`src/rtl/ula_pkg.sv`:
```
// Shared ALU definitions: S operation codes, register-zero constant and
// default datapath widths used by the ID/EX stage and its forwarding units.
package ula_pkg;

   localparam int LARGURA_PADRAO   = 32;
   localparam int NREG_BITS_PADRAO = 5;

   localparam logic [4:0] REG_ZERO = 5'd0;

   localparam logic [3:0] ULA_ADD  = 4'b0000;
   localparam logic [3:0] ULA_SUB  = 4'b0001;
   localparam logic [3:0] ULA_AND  = 4'b0010;
   localparam logic [3:0] ULA_OR   = 4'b0011;
   localparam logic [3:0] ULA_XOR  = 4'b0100;
   localparam logic [3:0] ULA_NOR  = 4'b0101;
   localparam logic [3:0] ULA_SLT  = 4'b0110;
   localparam logic [3:0] ULA_SLL  = 4'b0111;
   localparam logic [3:0] ULA_SRL  = 4'b1000;
   localparam logic [3:0] ULA_SRA  = 4'b1001;
   localparam logic [3:0] ULA_PASS = 4'b1010;
   localparam logic [3:0] ULA_INC  = 4'b1011;

   // What the ID/EX register bank does on the next rising edge.
   typedef enum logic [1:0] {
      ACAO_CAPTURA = 2'b00,
      ACAO_MANTER  = 2'b01,
      ACAO_BOLHA   = 2'b10
   } acao_t;

   // True when a writeback candidate targets a non-zero source register.
   function automatic logic acerta_fonte(
      input logic       escreve,
      input logic [4:0] destino,
      input logic [4:0] fonte
   );
      return escreve & (destino == fonte) & (fonte != REG_ZERO);
   endfunction

endpackage

```
`src/rtl/unidade_forwarding.sv`:
```
// Combinational operand forwarding for one ALU source: the EX/MEM result
// has priority over the MEM/WB value, and register 0 is never forwarded.
module unidade_forwarding
   import ula_pkg::*;
#(
   parameter int LARGURA   = LARGURA_PADRAO,
   parameter int NREG_BITS = NREG_BITS_PADRAO
) (
   input  logic [NREG_BITS-1:0] fonte_i,
   input  logic [LARGURA-1:0]   valor_reg_i,
   input  logic                 mem_reg_write_i,
   input  logic [NREG_BITS-1:0] mem_rd_i,
   input  logic [LARGURA-1:0]   mem_resultado_i,
   input  logic                 wb_reg_write_i,
   input  logic [NREG_BITS-1:0] wb_rd_i,
   input  logic [LARGURA-1:0]   wb_dado_i,
   output logic [LARGURA-1:0]   valor_fwd_o
);

   logic acerta_mem_s;
   logic acerta_wb_s;

   assign acerta_mem_s = acerta_fonte(mem_reg_write_i, mem_rd_i, fonte_i);
   assign acerta_wb_s  = acerta_fonte(wb_reg_write_i, wb_rd_i, fonte_i);

   // Select the youngest in-flight value for this source, else the registered one.
   always_comb begin
      valor_fwd_o = valor_reg_i;
      if (acerta_mem_s) begin
         valor_fwd_o = mem_resultado_i;
      end else if (acerta_wb_s) begin
         valor_fwd_o = wb_dado_i;
      end else begin
         valor_fwd_o = valor_reg_i;
      end
   end

endmodule

```
`src/rtl/estagio_id_ex.sv`:
```
// ID/EX pipeline register feeding the ALU. Captures decoded operands and
// control, bypasses same-cycle register-file writes at capture, forwards
// MEM/WB results onto the operands, inserts one bubble on a load-use hazard
// and kills the wrong-path instruction when the branch in EX is taken.
module estagio_id_ex
   import ula_pkg::*;
#(
   parameter int LARGURA   = LARGURA_PADRAO,
   parameter int NREG_BITS = NREG_BITS_PADRAO
) (
   input  logic                 clock,
   input  logic                 reset,
   input  logic                 hold,
   input  logic                 flush,
   input  logic                 id_valid,
   input  logic [NREG_BITS-1:0] id_rs,
   input  logic [NREG_BITS-1:0] id_rt,
   input  logic [NREG_BITS-1:0] id_rd,
   input  logic                 id_usa_rs,
   input  logic                 id_usa_rt,
   input  logic [LARGURA-1:0]   id_dado1,
   input  logic [LARGURA-1:0]   id_dado2,
   input  logic [LARGURA-1:0]   id_imm,
   input  logic                 id_usa_imm,
   input  logic [3:0]           id_op_ula,
   input  logic                 id_branch,
   input  logic                 id_mem_read,
   input  logic                 id_mem_write,
   input  logic                 id_reg_write,
   input  logic                 mem_reg_write,
   input  logic [NREG_BITS-1:0] mem_rd,
   input  logic [LARGURA-1:0]   mem_resultado,
   input  logic                 wb_reg_write,
   input  logic [NREG_BITS-1:0] wb_rd,
   input  logic [LARGURA-1:0]   wb_dado,
   output logic                 stall_out,
   output logic [LARGURA-1:0]   ex_dado1,
   output logic [LARGURA-1:0]   ex_dado2,
   output logic [3:0]           ex_s,
   output logic                 ex_enable,
   output logic                 ex_branch,
   output logic [LARGURA-1:0]   ex_dado_store,
   output logic [NREG_BITS-1:0] ex_rd,
   output logic                 ex_mem_read,
   output logic                 ex_mem_write,
   output logic                 ex_reg_write
);

   // Register bank (current / next state)
   logic                 valid_q,     valid_d;
   logic [NREG_BITS-1:0] rs_q,        rs_d;
   logic [NREG_BITS-1:0] rt_q,        rt_d;
   logic [NREG_BITS-1:0] rd_q,        rd_d;
   logic [LARGURA-1:0]   dado1_q,     dado1_d;
   logic [LARGURA-1:0]   dado2_q,     dado2_d;
   logic [LARGURA-1:0]   imm_q,       imm_d;
   logic                 usa_imm_q,   usa_imm_d;
   logic [3:0]           op_q,        op_d;
   logic                 branch_q,    branch_d;
   logic                 mem_read_q,  mem_read_d;
   logic                 mem_write_q, mem_write_d;
   logic                 reg_write_q, reg_write_d;

   logic                 hazard_s;
   acao_t                acao_s;
   logic [LARGURA-1:0]   cap_dado1_s;
   logic [LARGURA-1:0]   cap_dado2_s;
   logic [LARGURA-1:0]   fwd1_s;
   logic [LARGURA-1:0]   fwd2_s;

   // Load in EX whose destination is read by the instruction sitting in ID.
   always_comb begin
      hazard_s = valid_q & mem_read_q & (rd_q != REG_ZERO) & id_valid &
                 ((id_usa_rs & (id_rs == rd_q)) | (id_usa_rt & (id_rt == rd_q)));
   end

   // A taken branch kills the ID instruction anyway, so no stall is requested then.
   always_comb begin
      stall_out = hazard_s & ~flush;
   end

   // Per-edge priority: hold keeps everything, flush and load-use both bubble.
   always_comb begin
      acao_s = ACAO_CAPTURA;
      if (hold) begin
         acao_s = ACAO_MANTER;
      end else if (flush) begin
         acao_s = ACAO_BOLHA;
      end else if (hazard_s) begin
         acao_s = ACAO_BOLHA;
      end else begin
         acao_s = ACAO_CAPTURA;
      end
   end

   // Register-file write and read in the same cycle: take the value being written.
   always_comb begin
      cap_dado1_s = id_dado1;
      cap_dado2_s = id_dado2;
      if (acerta_fonte(wb_reg_write, wb_rd, id_rs)) begin
         cap_dado1_s = wb_dado;
      end else begin
         cap_dado1_s = id_dado1;
      end
      if (acerta_fonte(wb_reg_write, wb_rd, id_rt)) begin
         cap_dado2_s = wb_dado;
      end else begin
         cap_dado2_s = id_dado2;
      end
   end

   // Next-state selection for the whole register bank.
   always_comb begin
      valid_d     = valid_q;
      rs_d        = rs_q;
      rt_d        = rt_q;
      rd_d        = rd_q;
      dado1_d     = dado1_q;
      dado2_d     = dado2_q;
      imm_d       = imm_q;
      usa_imm_d   = usa_imm_q;
      op_d        = op_q;
      branch_d    = branch_q;
      mem_read_d  = mem_read_q;
      mem_write_d = mem_write_q;
      reg_write_d = reg_write_q;
      case (acao_s)
         ACAO_MANTER: begin
            valid_d = valid_q;
         end
         ACAO_CAPTURA: begin
            valid_d     = id_valid;
            rs_d        = id_rs;
            rt_d        = id_rt;
            rd_d        = id_rd;
            dado1_d     = cap_dado1_s;
            dado2_d     = cap_dado2_s;
            imm_d       = id_imm;
            usa_imm_d   = id_usa_imm;
            op_d        = id_op_ula;
            branch_d    = id_valid & id_branch;
            mem_read_d  = id_valid & id_mem_read;
            mem_write_d = id_valid & id_mem_write;
            reg_write_d = id_valid & id_reg_write;
         end
         ACAO_BOLHA: begin
            valid_d     = 1'b0;
            rs_d        = '0;
            rt_d        = '0;
            rd_d        = '0;
            dado1_d     = '0;
            dado2_d     = '0;
            imm_d       = '0;
            usa_imm_d   = 1'b0;
            op_d        = ULA_ADD;
            branch_d    = 1'b0;
            mem_read_d  = 1'b0;
            mem_write_d = 1'b0;
            reg_write_d = 1'b0;
         end
         default: begin
            valid_d     = 1'b0;
            rs_d        = '0;
            rt_d        = '0;
            rd_d        = '0;
            dado1_d     = '0;
            dado2_d     = '0;
            imm_d       = '0;
            usa_imm_d   = 1'b0;
            op_d        = ULA_ADD;
            branch_d    = 1'b0;
            mem_read_d  = 1'b0;
            mem_write_d = 1'b0;
            reg_write_d = 1'b0;
         end
      endcase
   end

   // ID/EX register bank with synchronous reset.
   always_ff @(posedge clock) begin
      if (reset) begin
         valid_q     <= 1'b0;
         rs_q        <= '0;
         rt_q        <= '0;
         rd_q        <= '0;
         dado1_q     <= '0;
         dado2_q     <= '0;
         imm_q       <= '0;
         usa_imm_q   <= 1'b0;
         op_q        <= ULA_ADD;
         branch_q    <= 1'b0;
         mem_read_q  <= 1'b0;
         mem_write_q <= 1'b0;
         reg_write_q <= 1'b0;
      end else begin
         valid_q     <= valid_d;
         rs_q        <= rs_d;
         rt_q        <= rt_d;
         rd_q        <= rd_d;
         dado1_q     <= dado1_d;
         dado2_q     <= dado2_d;
         imm_q       <= imm_d;
         usa_imm_q   <= usa_imm_d;
         op_q        <= op_d;
         branch_q    <= branch_d;
         mem_read_q  <= mem_read_d;
         mem_write_q <= mem_write_d;
         reg_write_q <= reg_write_d;
      end
   end

   unidade_forwarding #(
      .LARGURA   (LARGURA),
      .NREG_BITS (NREG_BITS)
   ) u_fwd_rs (
      .fonte_i         (rs_q),
      .valor_reg_i     (dado1_q),
      .mem_reg_write_i (mem_reg_write),
      .mem_rd_i        (mem_rd),
      .mem_resultado_i (mem_resultado),
      .wb_reg_write_i  (wb_reg_write),
      .wb_rd_i         (wb_rd),
      .wb_dado_i       (wb_dado),
      .valor_fwd_o     (fwd1_s)
   );

   unidade_forwarding #(
      .LARGURA   (LARGURA),
      .NREG_BITS (NREG_BITS)
   ) u_fwd_rt (
      .fonte_i         (rt_q),
      .valor_reg_i     (dado2_q),
      .mem_reg_write_i (mem_reg_write),
      .mem_rd_i        (mem_rd),
      .mem_resultado_i (mem_resultado),
      .wb_reg_write_i  (wb_reg_write),
      .wb_rd_i         (wb_rd),
      .wb_dado_i       (wb_dado),
      .valor_fwd_o     (fwd2_s)
   );

   // ALU operand 2 is the immediate or the forwarded rt value.
   always_comb begin
      ex_dado2 = fwd2_s;
      if (usa_imm_q) begin
         ex_dado2 = imm_q;
      end else begin
         ex_dado2 = fwd2_s;
      end
   end

   assign ex_dado1      = fwd1_s;
   assign ex_dado_store = fwd2_s;
   assign ex_s          = op_q;
   assign ex_enable     = valid_q;
   assign ex_branch     = branch_q;
   assign ex_rd         = rd_q;
   assign ex_mem_read   = mem_read_q;
   assign ex_mem_write  = mem_write_q;
   assign ex_reg_write  = reg_write_q;

endmodule
```
`config.mk`:
```
export PLATFORM = sky130hd
export DESIGN_NAME = estagio_id_ex
export DESIGN_NICKNAME = d
export VERILOG_FILES = /design/src/rtl/ula_pkg.sv /design/src/rtl/unidade_forwarding.sv /design/src/rtl/estagio_id_ex.sv
export SDC_FILE = /design/constraint.sdc
export NUM_CORES = 1
export LEC_CHECK = 0
export BUFFER_PORTS_ARGS = -buffer_cell sky130_fd_sc_hd__buf_2
export CAP_MARGIN = 20
export CORE_UTILIZATION = 42
export DETAILED_ROUTE_END_ITERATION = 7
export HOLD_SLACK_MARGIN = 0.02
export PLACE_DENSITY = 0.73
export RECOVER_POWER = 50
export SYNTH_ARGS = -nofsm -noshare
export SYNTH_HDL_FRONTEND = slang
export SYNTH_SLANG_ARGS = --single-unit
export TNS_END_PERCENT = 5
```
`constraint.sdc`:
```
create_clock -name clock -period 2.4 [get_ports clock]
set_input_delay 0.24 -clock clock [delete_from_list [all_inputs] [get_ports clock]]
set_output_delay 0.24 -clock clock [all_outputs]
set_load 0.01 [all_outputs]
```
Yosys cells after proc, flatten, opt, wreduce, memory -nomap -nowiden
Cells that the tools add are included.
W data, S select, Z words.
- flip-flop bits (word level): 121
- multiplexer cells: 23
- equality and inequality tests: 9
- reduce and logical (&&, ||, !) cells: 6
- bitwise gates (word level): 25
- operators by type and width (cell ; count):
    $mux W32 ; 7
    $pmux W32 S2 ; 3
    $eq A5 B5 Y1 ; 8
    $pmux W5 S2 ; 3
    $reduce_bool A5 Y1 ; 5
    $and A1 B1 Y1 ; 23
    $pmux W1 S2 ; 6
    $pmux W4 S2 ; 1
    $mux W2 ; 3
    $eq A2 B1 Y1 const B ; 1
    $logic_not A2 Y1 ; 1
    $not A1 Y1 ; 1
    $or A1 B1 Y1 ; 1

Logic depth before layout (Yosys ltp)
- depth in word-level cells: 9
- mapped depth: 8
- gate-level depth less buffers: 5

Modules after synthesis
A second synthesis with hierarchy kept.
- cell total of the unflattened synthesis: 879
- area, all modules: 7270.7 µm²
- by module, submodules not included (module ; area an instance (µm²) ; cells each ; instances ; seq. area each (µm²)):
    estagio_id_ex ; 5063.6 ; 483 ; 1 ; 2422.3
    unidade_forwarding ; 1103.6 ; 198 ; 2 ; 0.0

Least setup slack after synthesis
Ideal clock, no wire load.
- kind: register to output
- start: register rt_q[0]
- end: output port ex_dado2[0]
- arrival: 1.936 ns
- setup slack: 0.224 ns
- stages on the path, launching flop included: 8
- path buffers: 2
- cells stage by stage: dfxtp_1 > or4_4 > o211ai_2 > or2_1 > buf_2 > buf_4 > a31oi_1 > mux2_2
- cells in the longest elaborated chain, start to end: 6
- elaborated cells on any way between the ends: 10
- classes of those cells: 2 x eq/ne; 3 x mux; 4 x bitwise; 1 x reduce/logical
- RTL lines (element ; line ; text):
    start, declared ; estagio_id_ex.sv:52 ; logic [NREG_BITS-1:0] rt_q, rt_d;
    start signal, assigned ; estagio_id_ex.sv:198 ; rt_q <= rt_d;
    $eq A5 B5 Y1 ; ula_pkg.sv:36 ; return escreve & (destino == fonte) & (fonte != REG_ZERO);
    $and A1 B1 Y1 (2 in series) ; ula_pkg.sv:36 ;
    $mux W32 ; unidade_forwarding.sv:31 ; end else if (acerta_wb_s) begin
    $mux W32 * ; unidade_forwarding.sv:29 ; if (acerta_mem_s) begin
    via ex_dado_store[0] ; estagio_id_ex.sv:42 ; output logic [LARGURA-1:0] ex_dado_store,
    $mux W32 * ; estagio_id_ex.sv:245 ; if (usa_imm_q) begin
    end, declared ; estagio_id_ex.sv:38 ; output logic [LARGURA-1:0] ex_dado2,
The timed path passes the listed nets; every way through them passes the cells marked *.

Worst setup path after layout
- start: register rt_q[2]
- end: output port ex_dado2[1]
- cells in the longest elaborated chain, start to end: 6
- elaborated cells on any way between the ends: 10
- classes of those cells: 2 x eq/ne; 3 x mux; 4 x bitwise; 1 x reduce/logical
- RTL lines (element ; line):
    $eq A5 B5 Y1 ; ula_pkg.sv:36
    $and A1 B1 Y1 (2 in series) ; ula_pkg.sv:36
    $mux W32 ; unidade_forwarding.sv:31
    $mux W32 * ; unidade_forwarding.sv:29
    $mux W32 * ; estagio_id_ex.sv:245
Every way passes the cells marked *; elsewhere a longest branch is shown, timed or not.

==> flow_metrics.py <==
metrics = {
    "hold_path": {
        "whs_path_depth": 2,
        "hp-start": "id_imm[29]",
        "hold_path_end": "imm_q[29]",
        "hp-class": "input port to flip-flop",
    },
    "worst_setup_path": {
        "cp_max_fo": 16,
        "r2r_cells": 6,
        "r2r_start": "ex_rd[4]",
        "crit_type": "flip-flop to primary output",
        "worst_setup_path_start_kind": "flip-flop",
        "r2r_end": "dado2_q[8]",
        "slowest_stage": "or4_4",
        "worstSetupEndpointType": "primary output",
        "crit_arrival_ns": 2.45,
        "crit_required_ns": 2.16,
        "path_cells": "or4_4, o211ai_4, or2_4, buf_12, a31oi_2, mux2_2, buf_2",
        "max_stage_delay_ns": 0.55,
        "ff2ff_setup_slack_ns": 0.25,
    },
    "grt": {
        "grt-ovfl-total": 0,
        "track_usage": 0.2982,
        "grt_pass1_vias": 7302,
        "grt_max_degree": 65,
        "antenna_found_initial": 0,
        "grt_pass1_wl_um": 38060,
    },
    "synth": {
        "ys_ff_latch": 121,
        "synth_nets": 978,
        "synth_enable_flop_cells": 0,
        "synthesis.area_mm2": 0.006701,
        "post_synth_inst_count": 775,
        "netlist-cell-type-count": 35,
        "ys_seq_area_frac": 0.3615,
        "ys_warn_count": 0,
        "syn_avg_cell_area_um2": 8.647,
        "async_flop_share": 0,
        "synth_flop_cell": "dfxtp_1",
    },
    "timing": {
        "hold_viol": 0,
        "period_needed_ns": 2.693,
        "slew_viol_final": 0,
        "rsz0062_at_grt": "yes",
        "setup_ws_ns": -0.2927,
        "setup_tns_ns": -12.42,
        "maxSlewHeadroom": 0.4484,
        "min_period_over_period": 1.122,
        "clock_skew_ns": 0.006814,
        "worst_pin_slew_ns": 0.8253,
        "setup_viol": 84,
        "fmax_ghz": 0.3714,
    },
    "cells_and_area": {
        "fillCellCount": 1315,
        "layout_commonest_cell": "buf_2",
        "layout-drive-gt1-share": 0.4084,
        "syn2layout_area_growth_pct": 49.14,
        "final_cell_mix": "buf_2, dfxtp_1, nand2_1, o21ai_0, mux2i_1",
        "fin_util": 0.6502,
        "postLayoutCellArea_mm2": 0.009995,
        "nets": 1304,
        "antennaDiodeCount": 0,
    },
    "clock_tree": {
        "clk_pin_slew_worst_paths_ns": 0.06,
        "cts_root_buf": "clkbuf_16",
        "numClockSinks": 121,
        "cts_tree": "built",
        "clock_latency_ns": 0.42,
        "h-tree-depth": 4,
        "clockBufferDepth": 2,
        "cts_made_buffers": 17,
    },
    "pwr": {
        "pwr_density_cell_mw_per_mm2": 553.2,
        "p_total_w": 0.005529,
        "p_leak_nw": 4.001,
        "ir_worst_vdd_v": 0.0005102,
    },
    "drt": {
        "detail_route.wl_per_cell_um": 18.50,
        "viasPerCell": 5.605,
        "wirelength_um": 24510,
        "num_vias": 7427,
        "drc": 0,
        "ant_nets": 0,
        "first_iter_violations": 487,
        "drt_first_pass_iters": 7,
    },
    "placement": {
        "dpl_cell_area_mm2": 0.008611,
        "gp_congestion": 0.8309,
        "dpl.hpwl_um": 16810,
        "io_buffers": 313,
    },
    "die": {
        "boundaryPins": 314,
        "initial_core_util": 0.4360,
        "die_width_um": 128.3,
        "die_area_mm2": 0.01646,
        "rows": 45,
        "die_h_um": 128.3,
        "core_mm2": 0.01537,
    },
    "run": {
        "timing.max_cap.violations": 0,
    },
    "status": {
        "status": "complete, but fails checks",
        "violations": "setup timing",
    },
}
flip-flops by register name (all words and copies together), names as in the netlist:
register / flops
dado1_q: 32
dado2_q: 32
ex_branch: 1
ex_enable: 1
ex_mem_read: 1
ex_mem_write: 1
ex_rd: 5
ex_reg_write: 1
ex_s: 4
imm_q: 32
rs_q: 5
rt_q: 5
usa_imm_q: 1
power by group:
group | total [W] | internal, W | switching, W
combinational | 0.000980 | 0.000478 | 0.000503
clock | 0.00241 | 0.00149 | 0.000916
sequential | 0.00214 | 0.00209 | 0.0000527
total | 0.00553 | 0.00406 | 0.00147
per-layer routing:
layer / wire (um) / track usage
met1: 9703 / 0.3560
met2: 12320 / 0.5148
met3: 1798 / 0.06093
met4: 690 / 0.1356
met5: 0 / 0
critical path, delay by kind of cell (launching register included):
| kind | cells | cell delay (ns) |
|---|---|---|
| buffers and inverters | 2 | 0.33 |
| AO/OA/AOI/OAI | 2 | 0.35 |
| AND/OR/NAND/NOR | 2 | 0.73 |
| flip-flops | 1 | 0.34 |
| multiplexers | 1 | 0.29 |
worst max-delay path by stage:
stage	from	slack, ns	cells after the start	to
final	rt_q[2]	-0.29	7	ex_dado2[1]
after global routing	rt_q[2]	-0.37	7	ex_dado2[4]
after CTS	rt_q[2]	-0.30	7	ex_dado2[31]
after detailed placement	rt_q[2]	0.07	7	ex_dado2[18]
after global placement	rt_q[0]	0.11	7	ex_dado2[18]
after floorplan	rt_q[0]	0.22	7	ex_dado2[0]
cell type report:
cell class | count | area, um^2 | area share
clock inverters | 9 | 72.57 | 0.007261
multi-input cells | 582 | 4313 | 0.4315
well taps | 211 | 264.0 | 0.02641
clock buffers | 23 | 478.0 | 0.04782
flip-flops and latches | 121 | 2441 | 0.2442
repair buffers | 379 | 2426 | 0.2427
stage by stage:
step / instances / worst slack [ns] / hold WS [ns]
global route: 1325 / -0.3690 / 0.03066
floorplan: 775 / 0.2244 / 0.3657
finish: 1325 / -0.2927 / 0.03220
CTS: 1325 / -0.2973 / 0.02046
global placement: 1262 / 0.1116 / 0.4288
detailed placement: 1262 / 0.06531 / 0.4378
synthesized netlist by cell type (4+ instances only):
cell type	number	area [um^2]
dfxtp_1	121	2422
o21ai_0	112	560.5
nand2_1	103	386.6
mux2i_1	96	960.9
a22o_1	53	464.2
clkbuf_1	42	157.7
nand3_1	35	175.2
xnor2_1	34	297.8
nor3_1	33	165.2
a31oi_1	32	200.2
mux2_2	32	360.4
buf_2	16	80.08
o21ai_1	16	80.08
buf_4	9	67.56
nand4_1	6	37.54
a32o_1	4	40.04
xor2_1	4	35.03
kinds of logic after synthesis:
family          Yosys count  share of synthesized area
compound gates          226                     0.2145
simple gates            190                     0.1283
mux                     128                     0.1972
flops                   121                     0.3615
buf+inv                  72                    0.04892
xor+xnor                 38                    0.04966
timing repair:
item                                    4_1_cts  5_1_grt
gates cloned                                  3        0
endpoints found under the hold margin        24        0
pin swaps                                    36       14
setup buffers                                 5        0
endpoints found under the setup margin       96       96
gates resized for setup                      93       31
hold buffers                                 24        0
Note: power is estimated with default switching activity, not from simulation.
